--- src/rtl/multicycle_ctrl.sv ---
// Sequencing FSM for the multi-cycle RV32I core (addi, slli, lw, sw, beq, bne, jal, jalr).
// Outputs are decoded from the current state plus same-cycle mem_ready/Zero and forced low in reset.
module multicycle_ctrl (
  input  logic       clk,
  input  logic       rst_n,
  input  logic [6:0] op,
  input  logic [2:0] funct3,
  input  logic       Zero,
  input  logic       mem_ready,
  output logic       MemReq,
  output logic       MemWrite,
  output logic       AdrSrc,
  output logic       IRWrite,
  output logic       PCWrite,
  output logic       RegWrite,
  output logic [1:0] ALUSrcA,
  output logic [1:0] ALUSrcB,
  output logic [2:0] ALUctrl,
  output logic [2:0] ImmSrc,
  output logic [1:0] ResultSrc,
  output logic       retire,
  output logic       illegal,
  output logic [3:0] state_o
);

  typedef enum logic [3:0] {
    S_FETCH    = 4'd0,
    S_DECODE   = 4'd1,
    S_MEMADR   = 4'd2,
    S_MEMREAD  = 4'd3,
    S_MEMWB    = 4'd4,
    S_MEMWRITE = 4'd5,
    S_EXECI    = 4'd6,
    S_ALUWB    = 4'd7,
    S_BRANCH   = 4'd8,
    S_JAL      = 4'd9,
    S_JALR     = 4'd10,
    S_TRAP     = 4'd15
  } state_t;

  localparam logic [6:0] OP_LOAD   = 7'b0000011;
  localparam logic [6:0] OP_STORE  = 7'b0100011;
  localparam logic [6:0] OP_IMM    = 7'b0010011;
  localparam logic [6:0] OP_BRANCH = 7'b1100011;
  localparam logic [6:0] OP_JAL    = 7'b1101111;
  localparam logic [6:0] OP_JALR   = 7'b1100111;

  state_t state_q, state_d;

  logic is_lw, is_sw, is_imm, is_br, is_jal, is_jalr;

  always_comb begin
    is_lw   = (op == OP_LOAD)   && (funct3 == 3'b010);
    is_sw   = (op == OP_STORE)  && (funct3 == 3'b010);
    is_imm  = (op == OP_IMM)    && ((funct3 == 3'b000) || (funct3 == 3'b001));
    is_br   = (op == OP_BRANCH) && ((funct3 == 3'b000) || (funct3 == 3'b001));
    is_jal  = (op == OP_JAL);
    is_jalr = (op == OP_JALR)   && (funct3 == 3'b000);
  end

  always_comb begin
    state_d   = state_q;
    MemReq    = 1'b0;
    MemWrite  = 1'b0;
    AdrSrc    = 1'b0;
    IRWrite   = 1'b0;
    PCWrite   = 1'b0;
    RegWrite  = 1'b0;
    ALUSrcA   = 2'b00;
    ALUSrcB   = 2'b00;
    ALUctrl   = 3'b000;
    ImmSrc    = 3'b000;
    ResultSrc = 2'b00;
    retire    = 1'b0;
    illegal   = 1'b0;
    state_o   = state_q;

    case (state_q)
      S_FETCH: begin
        MemReq    = 1'b1;
        ALUSrcB   = 2'b10;
        ResultSrc = 2'b10;
        if (mem_ready) begin
          IRWrite = 1'b1;
          PCWrite = 1'b1;
          state_d = S_DECODE;
        end
      end
      S_DECODE: begin
        // ALUOut <= OldPC + imm: the branch/jal target, computed speculatively.
        ALUSrcA = 2'b01;
        ALUSrcB = 2'b01;
        ImmSrc  = (op == OP_JAL) ? 3'b100 : 3'b010;
        if (is_lw || is_sw)  state_d = S_MEMADR;
        else if (is_imm)     state_d = S_EXECI;
        else if (is_br)      state_d = S_BRANCH;
        else if (is_jal)     state_d = S_JAL;
        else if (is_jalr)    state_d = S_JALR;
        else                 state_d = S_TRAP;
      end
      S_MEMADR: begin
        ALUSrcA = 2'b10;
        ALUSrcB = 2'b01;
        ImmSrc  = (op == OP_STORE) ? 3'b001 : 3'b000;
        state_d = (op == OP_STORE) ? S_MEMWRITE : S_MEMREAD;
      end
      S_MEMREAD: begin
        MemReq = 1'b1;
        AdrSrc = 1'b1;
        if (mem_ready) state_d = S_MEMWB;
      end
      S_MEMWB: begin
        ResultSrc = 2'b01;
        RegWrite  = 1'b1;
        retire    = 1'b1;
        state_d   = S_FETCH;
      end
      S_MEMWRITE: begin
        MemReq   = 1'b1;
        MemWrite = 1'b1;
        AdrSrc   = 1'b1;
        if (mem_ready) begin
          retire  = 1'b1;
          state_d = S_FETCH;
        end
      end
      S_EXECI: begin
        ALUSrcA = 2'b10;
        ALUSrcB = 2'b01;
        ALUctrl = (funct3 == 3'b001) ? 3'b110 : 3'b000;
        state_d = S_ALUWB;
      end
      S_ALUWB: begin
        RegWrite = 1'b1;
        retire   = 1'b1;
        state_d  = S_FETCH;
      end
      S_BRANCH: begin
        ALUSrcA = 2'b10;
        ALUctrl = 3'b001;
        retire  = 1'b1;
        PCWrite = ((funct3 == 3'b000) && Zero) || ((funct3 == 3'b001) && !Zero);
        state_d = S_FETCH;
      end
      S_JAL: begin
        // PC takes the target held in ALUOut while the ALU forms the link OldPC+4.
        PCWrite = 1'b1;
        ALUSrcA = 2'b01;
        ALUSrcB = 2'b10;
        state_d = S_ALUWB;
      end
      S_JALR: begin
        ALUSrcA = 2'b10;
        ALUSrcB = 2'b01;
        state_d = S_JAL;
      end
      S_TRAP: begin
        illegal = 1'b1;
      end
      default: state_d = S_TRAP;
    endcase

    if (!rst_n) begin
      state_d   = S_FETCH;
      MemReq    = 1'b0;
      MemWrite  = 1'b0;
      AdrSrc    = 1'b0;
      IRWrite   = 1'b0;
      PCWrite   = 1'b0;
      RegWrite  = 1'b0;
      ALUSrcA   = 2'b00;
      ALUSrcB   = 2'b00;
      ALUctrl   = 3'b000;
      ImmSrc    = 3'b000;
      ResultSrc = 2'b00;
      retire    = 1'b0;
      illegal   = 1'b0;
      state_o   = 4'd0;
    end
  end

  always_ff @(posedge clk) begin
    if (!rst_n) state_q <= S_FETCH;
    else        state_q <= state_d;
  end

endmodule

--- config.mk ---
export PLATFORM = sky130hd
export DESIGN_NAME = multicycle_ctrl
export DESIGN_NICKNAME = d
export VERILOG_FILES = /design/src/rtl/multicycle_ctrl.sv
export SDC_FILE = /design/constraint.sdc
export NUM_CORES = 1
export LEC_CHECK = 0
export BUFFER_PORTS_ARGS = -buffer_cell sky130_fd_sc_hd__buf_2
export CORE_UTILIZATION = 39
export CTS_CLUSTER_DIAMETER = 50
export DETAILED_ROUTE_END_ITERATION = 10
export PLACE_DENSITY = 0.71
export SYNTH_ARGS = -nofsm -noshare
export SYNTH_HDL_FRONTEND = slang
export SYNTH_SLANG_ARGS = --single-unit
--- constraint.sdc ---
create_clock -name clk -period 3.24 [get_ports clk]
set_clock_uncertainty 0.2 [all_clocks]
set_input_delay 0.324 -clock clk [delete_from_list [all_inputs] [get_ports clk]]
set_output_delay 0.324 -clock clk [all_outputs]
set_load 0.02 [all_outputs]
Word-level counts from Yosys, hierarchy flattened

Cells that the tools add are included.
Widths: inputs -> output; s select.

Register bits: 4
Output and inout bits: 24
Word-level logic and storage cells: 88

Eq/ne operators: 22
Multiplexer cells: 41
Bitwise operators: 1
Reductions and logical operators: 23

Operators with widths:

| cell               | number |
|---|---|
| $pmux 4 s9         | 1 |
| $mux 3             | 8 |
| $mux 4             | 6 |
| $eq 7x7->1 const B | 3 |
| $eq 4x3->1 const B | 4 |
| $eq 4x4->1 const B | 4 |
| $mux 1             | 16 |
| $pmux 2 s2         | 3 |
| $pmux 3 s2         | 2 |
| $reduce_or 2->1    | 5 |
| $eq 4x2->1 const B | 2 |
| $reduce_or 4->1    | 2 |
| $eq 7x2->1 const B | 1 |
| $eq 7x5->1 const B | 1 |
| $eq 7x6->1 const B | 1 |
| $logic_and 1x1->1  | 7 |
| $mux 2             | 3 |
| $ne 2x2->1 const B | 3 |
| $reduce_or 3->1    | 2 |
| $eq 4x1->1 const B | 1 |
| $logic_not 4->1    | 1 |
| $reduce_and 4->1   | 1 |
| $eq 3x1->1 const B | 1 |
| $eq 3x2->1 const B | 1 |
| 6 further kinds    | 8 |

Logic depth before layout (Yosys ltp)

Depth in word-level cells: 8
Depth in mapped cells: 7

Worst setup path before layout

Ideal clock, no wire load.

Path kind: register to output
Start point: register state_q[1]
End point: output port PCWrite
Data arrival time: 1835 ps
Data required time: 2716 ps
Setup slack: 881 ps
Cell stages (with the launch flop): 6
Path buffers: 2
Path through: dfxtp_1 -> buf_6 -> clkbuf_1 -> nor4b_2 -> nor2_1 -> a311oi_1

Cells in the longest elaborated chain, start to end: 3
Elaborated cells on any way between the ends: 5
Classes of those cells: eq/ne: 2; mux: 2; reduce/logical: 1

RTL lines:

| element                                       | line | RTL |
|---|---|---|
| start, declared                               | 48   | `state_t state_q, state_d;` |
| start signal, assigned                        | 184  | `else state_q <= state_d;` |
| $eq 4x4->1 or $logic_not 4->1 (tied branches) | 78   | `case (state_q)` |
| $pmux 1 s3 (*)                                | 78   |  |
| $mux 1 (*)                                    | 163  | `if (!rst_n) begin` |
| end, declared                                 | 14   | `output logic PCWrite,` |

Every way passes the cells marked *; elsewhere a longest branch is shown, timed or not.

Final worst setup path

Start point: register state_q[3]
End point: output port PCWrite

Same word-level chain as after synthesis.

==> flow_summary_export.csv <==
group,metric,value,unit
clock_tree,cts-root-buf,"clkbuf_4",
sta,hold_violations,0,
clock_tree,cts_inserted_buffers,3,
setup_path,startpoint_type,"register",
synth,synth_async_sr_flop_share,0,
setup_path,crit_fanout,17,
routing,drt_iter0_drc,15,
global_route,antenna_found_initial,0,
synth,synth_cells,113,
clock_tree,h-tree-depth,1,
clock_tree,clock_path_buffers,2,
layout,multiInputGateArea,546,um2
sta,setup-tns-final,0,ns
routing,drtAntennaViolNets,0,
sta,setup_viol,0,
sta,holdWs,0.284,ns
layout,layout-drive-gt1-share,0.317,
die,fp.dieArea,0.00198,mm2
setup_path,r2r_cells,4,
sta,relSlewSlack,0.598,
synth,synth_ff_type,"dfxtp_1",
synth,ys_seq_area_frac,0.113,
synth,syn_nets,127,
setup_path,cp-startpoint,"state_q[3]$_SDFFE_PN0P_",
pwr,pwr_density_cell,782,mW/mm2
layout,largest_register_ffs,4,
synth,yosysUniqueCellTypes,42,
clock_tree,tritoncts,"done",
pwr,ir_worst_vdd,0.319,mV
clock_tree,postCtsSetupBuffers,0,
synth,yosys_warnings,0,
layout,fillers,188,
layout,regArea,80.1,um2
outcome,run_status,"completed",
die,std_cell_rows,15,
routing,avgViaCountPerCell,5.41,
layout,syn_to_final_growth,25.7,%
placed_design,post-dp-hpwl,1.54,mm
synth,synth-simple-area-share,0.404,
sta,rsz0062_at_grt,"no",
layout,layout_commonest_cell,"buf_2",
routing,wl_per_cell,11.6,um
layout,nNetsFinal,158,
min_path,hp-class,"in2reg",
setup_path,ff2ff_setup_slack,1.29,ns
synth,synth_compound_area_frac,0.319,
setup_path,cp-end-kind,"primary output",
global_route,grt_pass1_vias,718,
global_route,grt_max_degree,19,
global_route,grt-ovfl-total,0,
setup_path,r2r_end,"state_q[2]$_SDFFE_PN0P_",
clock_tree,hold_buffers,0,
flow_run,cap_violations,0,
global_route,grt_util_all_layers,0.206,
die,core_area,0.00171,mm2
synth,synth_top_family_by_area,"simple AND/OR/NAND/NOR gates",
synth,synth_seq_cells,4,
layout,regMostFlops,"state_q",
sta,max_freq,0.426,GHz
clock_tree,cts_resized,0,
sta,fin_crit,2.35,ns
clock_tree,clkTransAtPathRegs,0.04,ns
clock_tree,clkLatencyLatePin,0.24,ns
sta,timing_worst_slew_pin_value,0.602,ns
setup_path,crit_type,"reg2out",
routing,drc,0,
die,fp.dieW,44.5,um
routing,vias,903,
placed_design,place_congestion,0.846,
synth,syn-cell-area,706,um2
setup_path,worstPathArrival,1.82,ns
die,die_h,44.5,um
setup_path,r2r_start,"state_q[1]$_SDFFE_PN0P_",
sta,finalCritPeriodShare,0.724,
layout,final_cell_mix,"buf_2, nand2_1, nor2_1, o21ai_0, a21oi_1",
synth,yosys.area_share.xor_xnor,0.0496,
global_route,grt_pass1_wl,3.13,mm
die,initial_core_util,0.413,
clock_tree,clock-sinks,4,
synth,synth_fa_ha_area_frac,0,
synth,synth_enable_flop_cells,0,
layout,insertedDiodeCount,0,
layout,top_regs,"state_q (4)",
synth,postSynthAreaPerCell,6.24,um2
sta,slew_viol_final,0,
pwr,p_leak,0.000442,uW
routing,wirelength,1.94,mm
synth,synthMuxAreaShare,0,
setup_path,crit_end,"PCWrite",
die,ios,38,
setup_path,required,2.72,ns
placed_design,io_buffers,37,
routing,drt_pre_antenna_iters,4,
Yosys cell counts (2+ instances only):
| master | number | area, um2 |
|---|---|---|
| nor3_1 | 5 | 25.0 |
| and2_1 | 4 | 25.0 |
| nor3b_1 | 2 | 15.0 |
| a32oi_1 | 2 | 17.5 |
| a21o_1 | 2 | 15.0 |
| nand2_1 | 15 | 56.3 |
| xor2_1 | 4 | 35.0 |
| inv_1 | 5 | 18.8 |
| o21ai_0 | 8 | 40.0 |
| clkbuf_1 | 4 | 15.0 |
| nand3_1 | 4 | 20.0 |
| buf_2 | 4 | 20.0 |
| nor2_1 | 15 | 56.3 |
| o211ai_1 | 2 | 15.0 |
| a21oi_1 | 7 | 35.0 |
| dfxtp_1 | 4 | 80.1 |
how the worst min path moves through the flow:
stage / startpoint / to / slack [ns] / depth (start not counted)
floorplan: rst_n / state_q[2]$_SDFFE_PN0P_ / 0.29 / 2
global placement: op[6] / state_q[0]$_SDFFE_PN0P_ / 0.53 / 4
detailed placement: op[6] / state_q[0]$_SDFFE_PN0P_ / 0.53 / 4
CTS: op[6] / state_q[0]$_SDFFE_PN0P_ / 0.28 / 4
global route: rst_n / state_q[1]$_SDFFE_PN0P_ / 0.30 / 3
finish: op[6] / state_q[0]$_SDFFE_PN0P_ / 0.28 / 4
layout make-up:
type                            count  share of cell area
Multi-Input combinational cell     92               0.615
Clock buffer                        3              0.0254
Tap cell                           25              0.0353
Sequential cell                     4              0.0903
Inverter                            6              0.0254
Timing Repair Buffer               37               0.209
through the flow:
| step | util | total power [uW] | setup WS, ns | std cells | cell area (um2) |
|---|---|---|---|---|---|
| global placement | 0.506 | 624 | 1.17 | 164 | 865 |
| finish | 0.519 | 694 | 0.894 | 167 | 887 |
| global route | 0.519 | 764 | 0.667 | 167 | 887 |
| detailed placement | 0.506 | 631 | 1.13 | 164 | 865 |
| floorplan | - | 525 | 0.881 | 113 | 706 |
| CTS | 0.519 | 696 | 0.872 | 167 | 887 |
layer usage:
metal,global-route usage,wire [um],up-vias
li1,-,-,468
met1,0.293,904,391
met2,0.324,888,42
met3,0.0408,130,2
met4,0.0364,14,0
met5,0,0,-
kinds of logic after synthesis:
| kind of cell | Yosys count |
|---|---|
| and+or+nand+nor | 55 |
| AOI/OAI and AO/OA | 33 |
| buffers and inverters | 17 |
| xor gates and xnor gates | 4 |
| DFF | 4 |
power breakdown:
part / switching, uW / total, uW / internal, uW / leakage (uW)
Combinational: 283 / 465 / 183 / 0.000395
Clock: 22.3 / 63.8 / 41.6 / 0.0000138
Sequential: 93.4 / 165 / 71.5 / 0.0000332
Total: 398 / 694 / 296 / 0.000442
critical path: stages, from the launching register on:
cell	delay (ns)
dfxtp_1	0.69
xor2_1	0.15
nor4b_2	0.27
nor2_1	0.08
a311oi_1	0.18
buf_2	0.20
(Power assumes the default switching activity.)
